<file path="src/rtl/muldiv_pkg.sv">
// Shared encodings and op-decoding helpers for the iterative multiply/divide unit.
package muldiv_pkg;

    localparam int MD_OP_WIDTH = 2;

    typedef enum logic [MD_OP_WIDTH-1:0] {
        MD_MULT  = 2'd0,
        MD_MULTU = 2'd1,
        MD_DIV   = 2'd2,
        MD_DIVU  = 2'd3
    } md_op_e;

    typedef enum logic [1:0] {
        MD_IDLE = 2'd0,
        MD_CALC = 2'd1,
        MD_FIX  = 2'd2,
        MD_DONE = 2'd3
    } md_state_e;

    function automatic logic md_is_div(input logic [MD_OP_WIDTH-1:0] op);
        return (op == MD_DIV) || (op == MD_DIVU);
    endfunction

    function automatic logic md_is_signed(input logic [MD_OP_WIDTH-1:0] op);
        return (op == MD_MULT) || (op == MD_DIV);
    endfunction

endpackage

</file>
<file path="src/rtl/muldiv_signfix.sv">
// Conditional two's-complement negate; used for operand magnitudes and result sign fix-up.
module muldiv_signfix #(
    parameter int WIDTH = 32
) (
    input  logic [WIDTH-1:0] in_val,
    input  logic             neg,
    output logic [WIDTH-1:0] out_val
);

    // Negate when requested, otherwise pass through.
    always_comb begin
        if (neg) begin
            out_val = ~in_val + WIDTH'(1'b1);
        end else begin
            out_val = in_val;
        end
    end

endmodule

</file>
<file path="src/rtl/muldiv_unit.sv">
// Iterative radix-2 multiply/divide unit producing HI/LO for MULT, MULTU, DIV and DIVU.
// Define MULDIV_FAST_MUL_EN to route multiplies through a single-cycle combinational multiplier.
module muldiv_unit
    import muldiv_pkg::*;
#(
    parameter int DATA_WIDTH = 32,
    parameter int CNT_WIDTH  = 6
) (
    input  logic                   clk,
    input  logic                   rst,
    input  logic                   start,
    input  logic [MD_OP_WIDTH-1:0] op,
    input  logic                   cancel,
    input  logic [DATA_WIDTH-1:0]  src_a,
    input  logic [DATA_WIDTH-1:0]  src_b,
    output logic                   busy,
    output logic                   done,
    output logic [DATA_WIDTH-1:0]  hi_out,
    output logic [DATA_WIDTH-1:0]  lo_out,
    output logic                   we_hi,
    output logic                   we_lo
);

    localparam int W  = DATA_WIDTH;
    localparam int W2 = 2 * DATA_WIDTH;
    localparam logic [CNT_WIDTH-1:0] CNT_LAST = CNT_WIDTH'(DATA_WIDTH - 1);

    md_state_e            state_q, state_d;
    logic [CNT_WIDTH-1:0] cnt_q, cnt_d;
    logic [W2:0]          acc_q, acc_d;
    logic [W:0]           opnd_q, opnd_d;
    logic                 is_div_q, is_div_d;
    logic                 neg_q, neg_d;
    logic                 rem_neg_q, rem_neg_d;
    logic                 div0_q, div0_d;
    logic                 busy_q, busy_d;
    logic                 done_q, done_d;
    logic [W-1:0]         hi_q, hi_d;
    logic [W-1:0]         lo_q, lo_d;

    logic                 sign_a_s, sign_b_s;
    logic [W:0]           mag_a_s, mag_b_s;
    logic [W:0]           mul_sum_s;
    logic [W2:0]          mul_next_s;
    logic [W:0]           div_shift_s, div_sub_s, div_rem_s;
    logic                 div_ge_s;
    logic [W2:0]          div_next_s;
    logic [W2-1:0]        prod_fix_s;
    logic [W-1:0]         quot_fix_s, rem_fix_s;

    assign sign_a_s = md_is_signed(op) & src_a[W-1];
    assign sign_b_s = md_is_signed(op) & src_b[W-1];

    // Signed operands are sign-extended to W+1 bits first so |MIN| is representable.
    muldiv_signfix #(.WIDTH(W + 1)) u_mag_a (
        .in_val  ({sign_a_s, src_a}),
        .neg     (sign_a_s),
        .out_val (mag_a_s)
    );

    muldiv_signfix #(.WIDTH(W + 1)) u_mag_b (
        .in_val  ({sign_b_s, src_b}),
        .neg     (sign_b_s),
        .out_val (mag_b_s)
    );

    muldiv_signfix #(.WIDTH(W2)) u_fix_prod (
        .in_val  (acc_q[W2-1:0]),
        .neg     (neg_q),
        .out_val (prod_fix_s)
    );

    muldiv_signfix #(.WIDTH(W)) u_fix_quot (
        .in_val  (acc_q[W-1:0]),
        .neg     (neg_q),
        .out_val (quot_fix_s)
    );

    muldiv_signfix #(.WIDTH(W)) u_fix_rem (
        .in_val  (acc_q[W2-1:W]),
        .neg     (rem_neg_q),
        .out_val (rem_fix_s)
    );

`ifdef MULDIV_FAST_MUL_EN
    logic [W2-1:0] fast_prod_s;
    assign fast_prod_s = W2'(mag_a_s[W-1:0]) * W2'(mag_b_s[W-1:0]);
`endif

    // Shift-add step: acc holds {partial product, remaining multiplier bits}.
    always_comb begin
        mul_sum_s = acc_q[W2:W] + opnd_q;
        if (acc_q[0]) begin
            mul_next_s = {1'b0, mul_sum_s, acc_q[W-1:1]};
        end else begin
            mul_next_s = {1'b0, acc_q[W2:W], acc_q[W-1:1]};
        end
    end

    // Restoring divide step: acc holds {partial remainder, remaining dividend / quotient bits}.
    always_comb begin
        div_shift_s = acc_q[W2-1:W-1];
        div_sub_s   = div_shift_s - opnd_q;
        div_ge_s    = (div_shift_s >= opnd_q);
        if (div_ge_s) begin
            div_rem_s = div_sub_s;
        end else begin
            div_rem_s = div_shift_s;
        end
        div_next_s = {div_rem_s, acc_q[W-2:0], div_ge_s};
    end

    // Next-state, datapath and output-register logic for the IDLE/CALC/FIX/DONE sequence.
    always_comb begin
        state_d   = state_q;
        cnt_d     = cnt_q;
        acc_d     = acc_q;
        opnd_d    = opnd_q;
        is_div_d  = is_div_q;
        neg_d     = neg_q;
        rem_neg_d = rem_neg_q;
        div0_d    = div0_q;
        hi_d      = hi_q;
        lo_d      = lo_q;

        case (state_q)
            MD_IDLE, MD_DONE: begin
                if (cancel) begin
                    state_d = MD_IDLE;
                end else if (start) begin
                    is_div_d  = md_is_div(op);
                    opnd_d    = md_is_div(op) ? mag_b_s : mag_a_s;
                    acc_d     = {{(W + 1){1'b0}}, md_is_div(op) ? mag_a_s[W-1:0] : mag_b_s[W-1:0]};
                    neg_d     = sign_a_s ^ sign_b_s;
                    rem_neg_d = sign_a_s;
                    div0_d    = (src_b == {W{1'b0}});
                    cnt_d     = {CNT_WIDTH{1'b0}};
`ifdef MULDIV_FAST_MUL_EN
                    if (md_is_div(op)) begin
                        state_d = MD_CALC;
                    end else begin
                        state_d = MD_FIX;
                        acc_d   = {1'b0, fast_prod_s};
                    end
`else
                    state_d = MD_CALC;
`endif
                end else begin
                    state_d = MD_IDLE;
                end
            end
            MD_CALC: begin
                if (cancel) begin
                    state_d = MD_IDLE;
                    cnt_d   = {CNT_WIDTH{1'b0}};
                end else begin
                    acc_d = is_div_q ? div_next_s : mul_next_s;
                    if (cnt_q == CNT_LAST) begin
                        state_d = MD_FIX;
                        cnt_d   = {CNT_WIDTH{1'b0}};
                    end else begin
                        cnt_d = cnt_q + CNT_WIDTH'(1'b1);
                    end
                end
            end
            MD_FIX: begin
                if (cancel) begin
                    state_d = MD_IDLE;
                end else begin
                    state_d = MD_DONE;
                    if (is_div_q) begin
                        // A zero divisor leaves |a| as remainder; the sign fix restores src_a.
                        hi_d = rem_fix_s;
                        lo_d = div0_q ? {W{1'b1}} : quot_fix_s;
                    end else begin
                        hi_d = prod_fix_s[W2-1:W];
                        lo_d = prod_fix_s[W-1:0];
                    end
                end
            end
            default: begin
                state_d = MD_IDLE;
                cnt_d   = {CNT_WIDTH{1'b0}};
            end
        endcase

        busy_d = (state_d == MD_CALC) || (state_d == MD_FIX);
        done_d = (state_d == MD_DONE);
    end

    // State and datapath registers with asynchronous active-low reset.
    always_ff @(posedge clk or negedge rst) begin
        if (!rst) begin
            state_q   <= MD_IDLE;
            cnt_q     <= {CNT_WIDTH{1'b0}};
            acc_q     <= {(W2 + 1){1'b0}};
            opnd_q    <= {(W + 1){1'b0}};
            is_div_q  <= 1'b0;
            neg_q     <= 1'b0;
            rem_neg_q <= 1'b0;
            div0_q    <= 1'b0;
            busy_q    <= 1'b0;
            done_q    <= 1'b0;
            hi_q      <= {W{1'b0}};
            lo_q      <= {W{1'b0}};
        end else begin
            state_q   <= state_d;
            cnt_q     <= cnt_d;
            acc_q     <= acc_d;
            opnd_q    <= opnd_d;
            is_div_q  <= is_div_d;
            neg_q     <= neg_d;
            rem_neg_q <= rem_neg_d;
            div0_q    <= div0_d;
            busy_q    <= busy_d;
            done_q    <= done_d;
            hi_q      <= hi_d;
            lo_q      <= lo_d;
        end
    end

    assign busy   = busy_q;
    assign done   = done_q;
    assign we_hi  = done_q;
    assign we_lo  = done_q;
    assign hi_out = hi_q;
    assign lo_out = lo_q;

endmodule
</file>
<file path="config.mk">
export PLATFORM = sky130hd
export DESIGN_NAME = muldiv_unit
export DESIGN_NICKNAME = d
export VERILOG_FILES = /design/src/rtl/muldiv_pkg.sv /design/src/rtl/muldiv_signfix.sv /design/src/rtl/muldiv_unit.sv
export SDC_FILE = /design/constraint.sdc
export NUM_CORES = 1
export LEC_CHECK = 0
export ABC_AREA = 1
export BUFFER_PORTS_ARGS = -buffer_cell sky130_fd_sc_hd__buf_2
export CAP_MARGIN = 5
export CORE_ASPECT_RATIO = 2
export CORE_MARGIN = 2
export CORE_UTILIZATION = 42
export DETAILED_ROUTE_END_ITERATION = 10
export PLACE_DENSITY = 0.58
export SETUP_SLACK_MARGIN = 0.15
export SYNTH_ARGS = -nofsm -noshare
export SYNTH_HDL_FRONTEND = slang
export SYNTH_SLANG_ARGS = --single-unit
</file>
<file path="constraint.sdc">
create_clock -name clk -period 2.65 [get_ports clk]
set_input_delay 0.265 -clock clk [delete_from_list [all_inputs] [get_ports clk]]
set_output_delay 0.265 -clock clk [all_outputs]
set_load 0.03 [all_outputs]
</file>
# After elaboration in Yosys (flattened, before gate mapping)
# Cells that the tools add are included.
[op_classes]
addsub = 8
magnitude_cmp = 1
eq_ne = 12
mux = 28
n_bitwise = 9
reduce_logical = 12
[op_table]
columns = ["op", "n"]
rows = [
  ["$mux 65", 4],
  ["$mux 32", 6],
  ["$mux 33", 4],
  ["$pmux 65 s2", 1],
  ["$mux 64", 2],
  ["$add 33x1->33 const B", 2],
  ["$not 33->33", 2],
  ["$add 32x1->32 const B", 2],
  ["$add 64x1->64 const B", 1],
  ["$not 32->32", 2],
  ["$not 64->64", 1],
  ["$add 33x33->33", 1],
  ["$ge 33x33->1", 1],
  ["$sub 33x33->33", 1],
  ["$logic_not 32->1", 1],
  ["$mux 6", 4],
  ["$eq 2x2->1 const B", 6],
  ["$pmux 6 s2", 1],
  ["$add 6x1->6 const B", 1],
  ["$eq 6x5->1 const B", 1],
  ["$mux 2", 3],
  ["$ne 2x2->1 const B", 3],
  ["$pmux 2 s3", 1],
  ["$reduce_and 3->1", 2],
  ["11 further kinds", 17],
]
[word_totals]
regBits = 176
inputBits = 70
out_inout_bits = 68
word_cells = 82

# Depth between registers and ports, before layout
[depth]
word_depth = 10
ltp_mapped = 19
depth_no_buf = 19

# Modules after synthesis
# Synthesis repeated with hierarchy kept, for this count alone.
[hier_totals]
hier_cells = 3589
hier_area_um2 = 20880.0
[by_module_without_submodules]
columns = ["mod", "n_inst", "cells_per_inst", "area_each_um2", "seq_area_each_um2"]
rows = [
  ["muldiv_unit", 1, 2169, 13972.2, 4404.2],
  ["muldiv_signfix (u_fix_prod)", 1, 498, 2466.1, 0.0],
  ["muldiv_signfix (u_mag_a ...)", 2, 234, 1112.3, 0.0],
  ["muldiv_signfix (u_fix_quot ...)", 2, 227, 1108.6, 0.0],
]

# Worst setup path after synthesis
# OpenSTA, ideal clock, no wires.
[synth_path]
path_type = "reg2reg"
startpoint = "register acc_q[0]"
endpoint = "register lo_q[30] (netlist: lo_out[30])"
setup_ns = 0.117
t_arrival_ns = 2.452
t_required_ns = 2.533
path_slack_ns = 0.080
stages_incl_launch_ff = 17
path_buffers = 3
synth_period_minus_slack_ns = 2.570
cell_sequence = "dfrtp_1 clkbuf_1 inv_1 clkbuf_1 buf_1 ha_1 inv_1 nor3_2 nand3_2 nor2_4 nand2_1 nand2_2 nand3_1 a21oi_1 o21ai_1 o21ai_1 inv_1"
[synth_between]
elab_chain_len = 5
elab_cells_between_ends = 8
classes_between = "add/sub (2); mux (4); bitwise (2)"
[synth_lines]
columns = ["element", "line", "text"]
rows = [
  ["start, declared", "muldiv_unit.sv:30", "logic [W2:0] acc_q, acc_d;"],
  ["start signal, assigned", "muldiv_unit.sv:196", "acc_q <= {(W2 + 1){1'b0}};"],
  ["$not 32->32", "muldiv_signfix.sv:13", "out_val = ~in_val + WIDTH'(1'b1);"],
  ["$add 32x1->32", "muldiv_signfix.sv:13", ""],
  ["$mux 32", "muldiv_signfix.sv:12", "if (neg) begin"],
  ["$mux 32", "muldiv_unit.sv:174", "lo_d = div0_q ? {W{1'b1}} : quot_fix_s;"],
  ["$mux 32 (*)", "muldiv_unit.sv:171", "if (is_div_q) begin"],
  ["end signal, assigned", "muldiv_unit.sv:205", "lo_q <= {W{1'b0}};"],
  ["end signal, assigned", "muldiv_unit.sv:218", "lo_q <= lo_d;"],
  ["end, declared", "muldiv_unit.sv:39", "logic [W-1:0] lo_q, lo_d;"],
]
# Mark *: on every way between the ends. The rest lies on a longest branch, timed or not.
# A chain may end at the register's enable or synchronous reset.

# Final worst setup path
[layout_path]
startpoint = "register acc_q[34]"
endpoint = "register acc_q[56]"
[layout_between]
elab_chain_len = 5
elab_cells_between_ends = 8
classes_between = "add/sub (2); order compare (1); mux (5)"
[layout_lines]
columns = ["element", "line", "text"]
rows = [
  ["$add 33x33->33 (tied with other cells)", "muldiv_unit.sv:92", "mul_sum_s = acc_q[W2:W] + opnd_q;"],
  ["$mux 64 / $mux 33 (equally long branches)", "muldiv_unit.sv:93, muldiv_unit.sv:105", ""],
  ["$mux 65 (*)", "muldiv_unit.sv:157", "acc_d = is_div_q ? div_next_s : mul_next_s;"],
  ["$mux 65 (*)", "muldiv_unit.sv:153", "if (cancel) begin"],
  ["$pmux 65 s2 (*)", "muldiv_unit.sv:126", "case (state_q)"],
]
# Mark *: on every way between the ends. The rest lies on a longest branch, timed or not. The select of a mux whose other input is x is not followed.

==> results.md <==
- Levels on crit path: 14
- Least-Margin Pin Slew: between 0.7 and 0.8 ns
- CTS Sinks: between 150 and 200
- GPL Wtd Cong: between 1 and 1.5
- Top_reg_cell synth: dfrtp_1
- Peak VDD IR: roughly 0.75 mV
- Average wire per standard cell: between 20 and 25 um
- DRC: 0
- Largest net degree at the start of global routing: 67
- R2R Setup Slk: 0.17 ns
- Clock Latency Late Sink: 0.48 ns
- Share of layout cells above drive strength 1: between 10% and 20%
- TritonCTS clock tree: built
- Die width: 151 um
- Critical path, cell by cell: ha_1, a21oi_1, nand2_2, nand2_1, nand2_1, nand2_1, nand2_1, nand2_1, nand2_1, nand2_1, nand3_1, nand2_1, nand3_1, nand2_1
- Total track usage: between 30 and 40%
- FP Rows: approximately 110
- Reg2reg end: acc_q[56]
- Pre-Repair DR Iteration Count: 6
- Starting DRT DRC Count: about 1600
- Setup violators final: 0
- Most used cell, CP: nand2_1
- Final Hold Fails: 0
- PortBufs: ~140
- Setup crit start kind: flip-flop
- Via density: 5.68
- Filler instances: 4531
- Layout Nets: around 3500
- Period utilisation layout: between 90 and 100%
- Antenna violations before repair: 3
- CP Data Required Time: 3.07 ns
- Total power: between 20 and 30 mW
- CP endpoint kind: flip-flop
- Total grt overflow: 0
- Clock Tree Buf Depth: 2
- Die H: roughly 300 um
- Worst-path fanout max: 3
- CTS clock-pin slew for the worst setup and hold paths: around 0.090 ns
- RSZ-0062 raised after global routing: yes
- DP Area: 0.0205 mm^2
- Htree depth: 4
- Worst relative slew slack: 51.0%
- Crit Reg-Reg Startpoint: acc_q[34]
- Worst hold start: src_a[20]
- Via count: 22055
- Clk_skew: ~0.014 ns
- Crit path max-delay family: simple AND/OR/NAND/NOR gates
- Min cycle time layout: around 2.5 ns
- Min-Delay Path Depth: 5
- Power Dens Cells: between 1000 and 1500 mW/mm^2
- DPL Wire Length: 71.5 mm
- Mapped Cells: 3075
- Critical path class: reg -> reg
- Area delta synth->final: 21.5%
- Most common cell after layout, fill and taps aside: nand2_1
- Cell Area, Synth: approximately 0.018 mm^2
- Post-synthesis async set-or-reset flop share: 100%
- CP max stage cell: dfrtp_2
- Status: finished clean
- Worst path max stage delay: 0.47 ns
- Vias in the first global route: approximately 21000
- Post-Syn Area per Cell: 5.90 um^2
- Detailed Route WL: between 80 and 90 mm
- Number of synthesized flops with an enable pin: 0
- Commonest non-fill, non-tap cells in the layout: nand2_1, inv_1, nor2_1
- Max-capacitance violation count: 0
- Worst Hold Class: in -> reg
- CP Data Arrival Time: about 2.9 ns
- Register Area: around 0.0044 mm^2
- Peak Freq: just over 0.4 GHz
- Sequential-to-total area share from yosys stat: between 20% and 30%
- Post-synth cell types: slightly below 50
- Total CTS buffers: 17
- Multi-input logic area: around 0.012 mm^2
- First-pass GRT wire length: ~130 mm
- Final Cell Area: about 0.022 mm^2
- Yosys warnings: 0
- Core area: 0.0426 mm^2
- Flops & latches, synth: approximately 180
- Die ar.: between 0.04 and 0.05 mm^2
- Antenna Nets Post-Route: 0
- Leakage dissipation: around 12 nW
- Mapped Nets: around 3200
- I/O Pins: ~140
- Hold Path End: opnd_q[20]
- Critical path buffers and inverters: 0
- Fin. max-slew vios: 0
- CTS root buffer: clkbuf_16
- Starting density of the core: 42.6%
- Reg2reg path depth: 14
## routing by layer
layer	track usage, %	wire [um]	share of wire, %
met2	66.0	43400	49
met3	5.59	4620	5.2
met4	37.2	10400	12
met1	38.5	29700	34
met5	0	0	0
## state kept, by name (all words and copies together) (netlist names)
signal     flops
acc_q         65
busy           1
cnt_q          6
div0_q         1
done           1
hi_out        32
is_div_q       1
lo_out        32
neg_q          1
opnd_q        33
rem_neg_q      1
state_q        2
## area by class of cell
cell class / count / share of cell area, %
multi-input combinational: 2382 / 56.6
tap: 545 / 3.09
clock buffer: 18 / 1.95
antenna: 1 / 0.0114
clock inverter: 14 / 0.834
inverter: 415 / 7.08
sequential: 176 / 20.1
timing repair buffer: 332 / 10.4
## cells in the mapped netlist (6+ instances only)
master	n	area [um^2]
nor2_2	11	68.8
nand3_1	283	1420
nor4_1	9	56.3
inv_2	6	22.5
xnor2_1	15	131
o22ai_1	8	50.1
a21oi_1	190	951
o221ai_1	14	123
a31oi_1	25	156
or2_2	9	56.3
o211ai_1	43	323
nor3_1	31	155
a22oi_1	13	97.6
o21ai_1	23	115
inv_1	406	1520
nor2_1	342	1280
o21bai_1	13	97.6
ha_1	73	913
nand2_1	968	3630
o21ai_0	131	656
nand3b_1	20	150
clkbuf_1	71	267
buf_1	13	48.8
dfrtp_1	176	4400
buf_2	12	60.1
nand4_1	49	307
xor2_1	59	517
nand2_2	10	62.6
a21o_1	7	52.6
## cells by family after synthesis
logic type	Yosys count	synth area share, %
compound gates	483	15.3
xor+xnor	74	3.57
fa+ha+maj	75	5.26
buf+inv	518	11.0
flops	176	24.3
simple gates	1749	40.6
## worst register-to-register path, delay by kind of cell (launching register included)
family / cells / cell delay (ns)
AO/OA/AOI/OAI: 1 / 0.23
adder cells (fa/ha/maj): 1 / 0.37
flip-flops: 1 / 0.47
AND/OR/NAND/NOR: 12 / 1.34
## stage by stage
stage	utilization, %	hold WS [ns]	setup TNS [ns]	instances	worst slack [ns]
2_1_floorplan	-	-0.0306	0	3075	0.180
3_3_place_gp	48.0	0.268	-0.621	3826	-0.161
3_5_place_dp	48.0	0.274	-1.12	3826	-0.167
4_1_cts	49.7	0.162	0	3864	0.151
5_1_grt	51.8	0.182	0	3882	0.0890
6_report	51.8	0.166	0	3883	0.172
## worst max path at each step
stage / startpoint / slack [ns] / endpoint
2_1_floorplan: acc_q[0] / 0.18 / lo_out[30]
5_1_grt: acc_q[59] / 0.09 / acc_q[62]
3_5_place_dp: opnd_q[5] / -0.17 / acc_q[47]
4_1_cts: acc_q[31] / 0.15 / acc_q[60]
6_report: acc_q[34] / 0.17 / acc_q[56]
3_3_place_gp: opnd_q[5] / -0.16 / acc_q[47]
## power breakdown
part	switching, mW	internal, mW
sequential	1.02	3.43
combinational	14.5	7.84
clock	1.38	1.37
## what timing repair did
item,in CTS,in global routing
endpoints found under the setup margin,34,61
gates resized for setup,21,164
setup buffers,5,16
endpoints found under the hold margin,51,0
hold buffers,1,0
pin swaps,1,17
gates cloned,0,2
Note: power is estimated with default switching activity, not from simulation.
